$ cat src/rtl/gobang_pkg.sv
// Shared definitions for the gobang board painter: colours, stone kinds,
// painter states and the 8x8 stone-shape mask.
package gobang_pkg;

  localparam int unsigned RGB_W  = 12;
  localparam int unsigned CELL_W = 4;
  localparam int unsigned KIND_W = 2;
  localparam int unsigned PIX_W  = 3;

  localparam logic [RGB_W-1:0] C_BLACK = 12'h000;
  localparam logic [RGB_W-1:0] C_WHITE = 12'hFFF;
  localparam logic [RGB_W-1:0] C_BOARD = 12'hC94;

  localparam logic [KIND_W-1:0] K_ERASE   = 2'b00;
  localparam logic [KIND_W-1:0] K_BLACK   = 2'b01;
  localparam logic [KIND_W-1:0] K_WHITE   = 2'b10;
  localparam logic [KIND_W-1:0] K_ILLEGAL = 2'b11;

  localparam logic [CELL_W-1:0] CELL_MAX = 4'd14;

  typedef enum logic [1:0] {
    S_IDLE,
    S_CALC,
    S_DRAW,
    S_DONE
  } state_t;

  // Stone footprint: the 8x8 square minus its four corner pixels.
  function automatic logic stone_mask(input logic [PIX_W-1:0] r, input logic [PIX_W-1:0] c);
    return !((r == 3'd0 || r == 3'd7) && (c == 3'd0 || c == 3'd7));
  endfunction

  function automatic logic [RGB_W-1:0] kind_colour(input logic [KIND_W-1:0] k);
    case (k)
      K_BLACK: return C_BLACK;
      K_WHITE: return C_WHITE;
      default: return C_BOARD;
    endcase
  endfunction

endpackage

$ cat src/rtl/stone_painter.sv
// Paints (or erases) one gobang stone into the frame buffer: 8x8 pixels,
// corners skipped, placed inside the grid lines of the requested cell.
module stone_painter
  import gobang_pkg::*;
#(
  parameter int unsigned DW    = 15,
  parameter int unsigned H_RES = 200,
  parameter int unsigned X0    = 25,
  parameter int unsigned Y0    = 0,
  parameter int unsigned CELL  = 10
) (
  input  logic              pclk,
  input  logic              rst,
  input  logic              req,
  input  logic [3:0]        x_cell,
  input  logic [3:0]        y_cell,
  input  logic [1:0]        kind,
  output logic              ready,
  output logic              we,
  output logic [DW-1:0]     waddr,
  output logic [11:0]       wdata,
  output logic              done,
  output logic              err
);

  state_t              state_q, state_n;
  logic [PIX_W-1:0]    row_q, row_n, col_q, col_n;
  logic [CELL_W-1:0]   x_q, x_n, y_q, y_n;
  logic [KIND_W-1:0]   kind_q, kind_n;
  logic [DW-1:0]       base_q, base_n, base_c, pix_base;
  logic                ready_n, we_n, done_n, err_n;
  logic [DW-1:0]       waddr_n;
  logic [RGB_W-1:0]    wdata_n;

  // State, counters, latches and registered outputs.
  always_ff @(posedge pclk or posedge rst) begin
    if (rst) begin
      state_q <= S_IDLE;
      row_q   <= '0;
      col_q   <= '0;
      x_q     <= '0;
      y_q     <= '0;
      kind_q  <= '0;
      base_q  <= '0;
      ready   <= 1'b1;
      we      <= 1'b0;
      waddr   <= '0;
      wdata   <= '0;
      done    <= 1'b0;
      err     <= 1'b0;
    end else begin
      state_q <= state_n;
      row_q   <= row_n;
      col_q   <= col_n;
      x_q     <= x_n;
      y_q     <= y_n;
      kind_q  <= kind_n;
      base_q  <= base_n;
      ready   <= ready_n;
      we      <= we_n;
      waddr   <= waddr_n;
      wdata   <= wdata_n;
      done    <= done_n;
      err     <= err_n;
    end
  end

  // Top-left pixel of the stone: one pixel inside the cell's grid lines.
  assign base_c = (DW'(Y0) + DW'(y_q) * DW'(CELL) + DW'(1)) * DW'(H_RES)
                + DW'(X0) + DW'(x_q) * DW'(CELL) + DW'(1);

  // Next-state logic; outputs are derived from the next pixel so they
  // line up with the state they describe once registered.
  always_comb begin
    state_n  = state_q;
    row_n    = row_q;
    col_n    = col_q;
    x_n      = x_q;
    y_n      = y_q;
    kind_n   = kind_q;
    base_n   = base_q;
    err_n    = 1'b0;

    case (state_q)
      S_IDLE: begin
        if (req) begin
          if (x_cell > CELL_MAX || y_cell > CELL_MAX || kind == K_ILLEGAL) begin
            err_n = 1'b1;
          end else begin
            x_n     = x_cell;
            y_n     = y_cell;
            kind_n  = kind;
            state_n = S_CALC;
          end
        end
      end
      S_CALC: begin
        base_n  = base_c;
        row_n   = '0;
        col_n   = '0;
        state_n = S_DRAW;
      end
      S_DRAW: begin
        col_n = col_q + 3'd1;
        if (col_q == 3'd7) begin
          row_n = row_q + 3'd1;
          if (row_q == 3'd7) state_n = S_DONE;
        end
      end
      S_DONE: state_n = S_IDLE;
      default: state_n = S_IDLE;
    endcase

    pix_base = (state_q == S_CALC) ? base_c : base_q;
    ready_n  = (state_n == S_IDLE);
    done_n   = (state_n == S_DONE);
    we_n     = (state_n == S_DRAW) && stone_mask(row_n, col_n);
    waddr_n  = (state_n == S_DRAW) ? pix_base + DW'(row_n) * DW'(H_RES) + DW'(col_n) : '0;
    wdata_n  = (state_n == S_DRAW) ? kind_colour(kind_n) : '0;
  end

endmodule
$ cat config.mk
export PLATFORM = sky130hd
export DESIGN_NAME = stone_painter
export DESIGN_NICKNAME = d
export VERILOG_FILES = /design/src/rtl/gobang_pkg.sv /design/src/rtl/stone_painter.sv
export SDC_FILE = /design/constraint.sdc
export NUM_CORES = 1
export LEC_CHECK = 0
export CELL_PAD_IN_SITES_DETAIL_PLACEMENT = 0
export CELL_PAD_IN_SITES_GLOBAL_PLACEMENT = 2
export CORE_MARGIN = 4
export CORE_UTILIZATION = 40
export CTS_CLUSTER_SIZE = 28
export DETAILED_ROUTE_END_ITERATION = 8
export PLACE_DENSITY_LB_ADDON = 0.1
export SLEW_MARGIN = 10
export SYNTH_ARGS = -nofsm -noshare
export SYNTH_HDL_FRONTEND = slang
export SYNTH_SLANG_ARGS = --single-unit
$ cat constraint.sdc
create_clock -name pclk -period 14.88 [get_ports pclk]
set_clock_uncertainty 0.2 [all_clocks]
set_input_delay 2.976 -clock pclk [delete_from_list [all_inputs] [get_ports pclk]]
set_output_delay 2.976 -clock pclk [all_outputs]
set_load 0.01 [all_outputs]
==> results of run 1 <==
-- critical path: cells and delay by family, from the launching register on --
kind            cells  cell delay (ns)
fa+ha+maj           7             2.61
flops               1             0.46
mux                 1             0.28
buf+inv             2             0.10
compound gates      2             0.21
xor+xnor            2             0.30
simple gates        4             0.80
-- flip-flops by register name (all words and copies together) (netlist names) --
| name | count |
|---|---|
| col_q | 3 |
| y_q | 4 |
| we | 1 |
| base_q | 15 |
| row_q | 3 |
| waddr | 15 |
| done | 1 |
| err | 1 |
| ready | 1 |
| x_q | 4 |
| kind_q | 2 |
| state_q | 2 |
| wdata | 2 |
-- stage by stage --
stage	hold slack (ns)	setup slack (ns)	util, %	instance area [sq um]	cells
floorplan	0.271	10.09	-	4010	402
detailed placement	0.290	9.71	46.1	4500	564
finish	0.310	9.81	47.3	4630	572
CTS	0.314	9.78	47.3	4630	572
global route	0.331	9.50	47.3	4630	572
global placement	0.285	9.76	46.1	4500	564
-- final timing paths --
kind	cells after the start	end	start	slack [ns]
worst min register to register	1	base_q[2]$_DFF_PP0_	base_q[2]$_DFF_PP0_	0.31
worst max-delay path	18	waddr[13]$_DFF_PP0_	y_q[1]$_DFFE_PP0P_	9.81
worst max register to register	18	waddr[13]$_DFF_PP0_	y_q[1]$_DFFE_PP0P_	9.81
worst min-delay path	1	base_q[2]$_DFF_PP0_	base_q[2]$_DFF_PP0_	0.31
min in group asynchronous	3	err$_DFF_PP0_	rst	2.95
max in group asynchronous	3	base_q[12]$_DFF_PP0_	rst	11.07
-- metal layers --
| layer | up-vias | part of all wire [%] |
|---|---|---|
| li1 | 1446 | - |
| met1 | 1287 | 51 |
| met2 | 50 | 43 |
| met3 | 7 | 4.5 |
| met4 | 0 | 1.2 |
| met5 | - | 0 |
-- synth_stat cells (all sizes together) (2+ instances only) --
cell     n  area [sq um]
nor2b    5          31.3
nor3    10          50.1
and2     3          18.8
and3     2          12.5
a21oi   21           124
nand2b   6          37.5
a21o     5          37.5
nand3   12          65.1
clkbuf   5          38.8
xor2    16           140
xnor2   14           123
ha      65           813
nor2    37           139
nand4    4          25.0
nor3b    2          15.0
nand2   14          52.6
mux2    16           184
a31o     2          17.5
mux2i    4          40.0
dfrtp   53          1330
or3b     2          20.0
fa       5           100
o21ai   16          80.1
buf     10          75.1
a211oi   3          32.5
o211ai   2          15.0
inv     43           161
a31oi    4          25.0
o21a     3          22.5
-- area by class of cell --
cell class	instances	area (sq um)	area share (%)
clock inverters	2	38.8	0.839
inverters	43	161	3.49
multi-input cells	290	2390	51.6
well taps	133	166	3.60
flip-flops and latches	54	1350	29.2
repair buffers	44	438	9.47
clock buffers	6	82.6	1.79
-- cells by family (layout without fill, tap and decap cells) --
| group | count (synthesis) | in the layout | synth area share, % |
|---|---|---|---|
| AND/OR/NAND/NOR | 104 | 104 | 13.0 |
| flip-flops | 54 | 54 | 33.7 |
| AO/OA/AOI/OAI | 65 | 65 | 11.0 |
| buffers and inverters | 58 | 95 | 6.86 |
| XOR/XNOR | 31 | 31 | 7.11 |
| multiplexers | 20 | 20 | 5.58 |
| adder cells (fa/ha/maj) | 70 | 70 | 22.8 |
-- layout by cell type (no fill, tap or decap), drive strengths merged, types with 6 or more instances in the layout --
master / count
xor2: 16
dfrtp: 53
clkbuf: 6
clkdlybuf4s50: 43
nor3: 10
a21oi: 21
mux2: 16
nand2b: 6
nand2: 14
xnor2: 14
nand3: 12
o21ai: 16
inv: 44
nor2: 37
ha: 65
==> results.json, run 1 <==
{
  "finalSetupViolations": 0,
  "path_cells": "ha_1, ha_1, fa_1, ha_1, inv_1, fa_1, inv_1, ha_1, xnor2_1, mux2_2, ha_1, and3_1, a21oi_1, o21ai_0, or4_1, nand4_1, xor2_1, nor2_1",
  "clock-root-buffer": "clkbuf_8",
  "path_clk_slew_ns": 0.10,
  "netlist_area_sq_um": 4010,
  "gr-usage-met1_pct": 20.3,
  "syn_inst": 402,
  "synth-async-reset-ratio_pct": 100,
  "final_nets": 521,
  "cts_tree": "built",
  "core_sq_um": 9770,
  "gp_routability_congestion": 0.719,
  "gr-total-overflow": 0,
  "via_per_inst": 4.88,
  "rows": 36,
  "clk_path_buf_depth": 2,
  "finalSetupTns_ns": 0,
  "ys_ff_latch": 54,
  "drtIter0Drc": 60,
  "status": "finished, final reports clean",
  "start_kind": "flop",
  "worstSetupPathType": "reg -> reg",
  "antenna_found_initial": 0,
  "finalCriticalPeriod_ns": 5.07,
  "grt_use_total_pct": 13.8,
  "finalCritPeriodShare_pct": 34.1,
  "die_area_sq_um": 11700,
  "routed_wirelength_um": 7470,
  "crit_path_end_kind": "flop",
  "start_util_pct": 41.1,
  "maxSlewViolCount": 0,
  "cpPeakStageDelay_ns": 0.53,
  "first_pass_iters": 6,
  "maxCapViolCount": 0,
  "die-width_um": 108,
  "drtAntennaViolNets": 0,
  "synth_edf_count": 0,
  "worst_pin_slew_ns": 1.00,
  "worstPathArrival_ns": 5.07,
  "fmax_mhz": 197,
  "slowest_stage": "fa_1",
  "remaining_drc_errors": 0,
  "clock_sinks": 54,
  "cp_max_fo": 6,
  "vias": 2790,
  "die_h_um": 108,
  "hold_viol": 0,
  "met2_usage_pct": 20.7,
  "ys_seq_area_share_pct": 33.7,
  "rsz0062_at_grt": "no",
  "layout-drive-gt1-share_pct": 8.66,
  "grt_pass1_vias": 2803,
  "grt-busiest-layer": "met2",
  "diodes": 0,
  "grt_first_pass_wirelength_um": 13100,
  "use_met3_pct": 2.75,
  "hp-class": "reg -> reg",
  "cts_hold_buffers": 0,
  "ys_types": 56,
  "synth_warnings": 0,
  "areaGrowthSynthToFinish_pct": 15.2,
  "dpl.hpwl_um": 5740,
  "port_buffers": 43,
  "grt_max_degree": 55,
  "clk_latency_ns": 0.31,
  "cts_setup_buffers": 0,
  "ys.flop_type": "dfrtp_1",
  "required_ns": 14.88,
  "synth_nets": 485,
  "crit_path_frequent_cell": "ha_1",
  "cts_made_buffers": 5,
  "nFillCells": 952,
  "io_pins": 44,
  "wl_per_cell_um": 13.1,
  "avgSynthCellArea_sq_um": 9.98,
  "cts_resized": 0,
  "max-slew-margin-rel_pct": 33.1,
  "cts_max_level": 2
}
Power of run 1 is not shown: default switching activity piles up to over one toggle a cycle in this logic, so the estimate is an artifact.
==> run 2: changes to the inputs <==
--- a/config.mk
+++ b/config.mk
@@ -8,7 +8,7 @@
 export CELL_PAD_IN_SITES_DETAIL_PLACEMENT = 0
 export CELL_PAD_IN_SITES_GLOBAL_PLACEMENT = 2
 export CORE_MARGIN = 4
-export CORE_UTILIZATION = 40
+export CORE_UTILIZATION = 33
 export CTS_CLUSTER_SIZE = 28
 export DETAILED_ROUTE_END_ITERATION = 8
 export PLACE_DENSITY_LB_ADDON = 0.1
==> constraint.sdc (replaced) <==
create_clock -name pclk -period 4.6 [get_ports pclk]
set_clock_uncertainty 0.2 [all_clocks]
set_input_delay 0.92 -clock pclk [delete_from_list [all_inputs] [get_ports pclk]]
set_output_delay 0.92 -clock pclk [all_outputs]
set_load 0.01 [all_outputs]
==> run 2 against run 1 <==
Die area is 20% higher; worst hold slack lost 0.0096 ns; clock-buffer cell count rose by 1; global-route usage decreased by 1.5 points; final cell count rose by 10%; critical path type unchanged.
==> results.json, run 2 (synthesis results as in run 1) <==
{
  "cp_max_fo": 3,
  "antenna_found_initial": 0,
  "maxSlewViolCount": 0,
  "finalCriticalPeriod_ns": 4.53,
  "cts_made_buffers": 5,
  "rows": 40,
  "clk_path_buf_depth": 2,
  "cts_tree": "built",
  "pre_cts_slack_ns": -0.100,
  "areaGrowthSynthToFinish_pct": 31.3,
  "io_pins": 44,
  "start_util_pct": 33.6,
  "die_h_um": 118,
  "drtIter0Drc": 63,
  "crit_path_frequent_cell": "ha_4",
  "grt_pass1_vias": 2887,
  "clock-root-buffer": "clkbuf_16",
  "max-slew-margin-rel_pct": 46.7,
  "layout-drive-gt1-share_pct": 24.9,
  "worstSetupPathType": "reg -> reg",
  "die_area_sq_um": 14000,
  "mostFrequentLayoutCells": "dfrtp_1 (53), ha_1 (50), buf_4 (44)",
  "cts_max_level": 2,
  "port_buffers": 43,
  "die-width_um": 118,
  "mostFrequentLayoutCell": "dfrtp_1",
  "hold_viol": 0,
  "required_ns": 4.57,
  "via_per_inst": 4.74,
  "path_cells": "ha_4, ha_4, fa_2, ha_4, inv_2, fa_1, inv_2, ha_4, a21oi_2, a21oi_2, xor2_1, mux2_4, ha_4, nand3_2, nand2_2, a41oi_2, a221oi_2, buf_4, xnor2_2, nor2_1",
  "diodes": 0,
  "seq_area_sq_um": 1350,
  "rsz0062_at_grt": "yes",
  "routed_wirelength_um": 8360,
  "vias": 2979,
  "gr-total-overflow": 0,
  "drtAntennaViolNets": 0,
  "finalCritPeriodShare_pct": 98.4,
  "multi_input_area_sq_um": 2660,
  "grt_max_degree": 38,
  "hold_ws_ns": 0.300,
  "clock_sinks": 54,
  "maxCapViolCount": 0,
  "grt_first_pass_wirelength_um": 14000,
  "first_pass_iters": 4,
  "finalSetupViolations": 0,
  "fmax_mhz": 221,
  "hp-class": "reg -> reg",
  "final_nets": 564,
  "start_kind": "flop",
  "core_sq_um": 12000,
  "worstPathArrival_ns": 4.50,
  "remaining_drc_errors": 0,
  "path_clk_slew_ns": 0.07,
  "nFillCells": 1138,
  "reg.largest.list": "base_q x15, waddr x15",
  "crit_path_end_kind": "flop",
  "cts_hold_buffers": 0,
  "wl_per_cell_um": 13.3,
  "gp_routability_congestion": 0.744,
  "grt_use_total_pct": 12.3,
  "cpPeakStageDelay_ns": 0.51,
  "worst_pin_slew_ns": 0.798,
  "slowest_stage": "fa_1",
  "status": "finished, final reports clean",
  "dpl.hpwl_um": 6430,
  "timing.final.ws_setup_ns": 0.0744,
  "clk_latency_ns": 0.30
}
## run 2: cell types whose count changed in the layout (fill, tap and decap cells not counted), moves of 3 or more
cell,delta
a21oi_2,+6
inv_1,-3
ha_1,-15
inv_2,+3
clkbuf_16,+5
buf_4,+43
ha_4,+13
a21oi_1,-6
clkbuf_8,-5
nand2_2,+3
nand2_1,-3
o21ai_0,-3
## run 2: worst paths after layout
kind	slack, ns	endpoint	cells past startpoint	startpoint
worst min-delay path	0.30	base_q[14]$_DFF_PP0_	1	base_q[14]$_DFF_PP0_
worst max-delay path	0.07	waddr[12]$_DFF_PP0_	20	y_q[1]$_DFFE_PP0P_
max in group asynchronous	2.57	waddr[12]$_DFF_PP0_	3	rst
min in group asynchronous	0.89	state_q[0]$_DFF_PP0_	2	rst
worst min register to register	0.30	base_q[14]$_DFF_PP0_	1	base_q[14]$_DFF_PP0_
worst max register to register	0.07	waddr[12]$_DFF_PP0_	20	y_q[1]$_DFFE_PP0P_
## run 2: routing by layer
metal | routed length, um | track usage [%]
met1 | 4140 | 17.0
met2 | 3800 | 18.9
met3 | 336 | 3.44
met4 | 87 | 3.08
met5 | 0 | 0
## run 2: cell type report
type | instances | area share (%)
clock inverters | 1 | 0.166
inverters | 43 | 3.06
flip-flops and latches | 54 | 25.7
clock buffers | 7 | 2.71
multi-input cells | 290 | 50.5
repair buffers | 87 | 14.4
well taps | 147 | 3.49
## run 2: critical path: cells and delay by family, from the launching register on
family	cells	cell delay, ns
AOI/OAI and AO/OA	4	0.60
adders and majority gates	7	2.21
xor gates and xnor gates	2	0.24
muxes	1	0.28
buffers and inverters	3	0.26
and+or+nand+nor	3	0.19
DFF	1	0.41
## run 2: per-stage QoR
| stage | setup TNS, ns | util [%] | instances | cell area, sq um |
|---|---|---|---|---|
| after global placement | -0.0797 | 40.3 | 611 | 4820 |
| after floorplan | 0 | - | 402 | 4070 |
| final | 0 | 44.1 | 629 | 5270 |
| after detailed placement | -0.218 | 40.3 | 611 | 4820 |
| after global routing | -0.454 | 44.1 | 629 | 5270 |
| after CTS | -0.111 | 42.1 | 623 | 5030 |
## run 2: what timing repair did
action | in CTS | in global routing
buffers inserted | 4 | 6
pin swaps | 16 | 27
resized for setup | 8 | 30
setup endpoints to repair | 4 | 6
Power of run 2 is left out for the same reason.
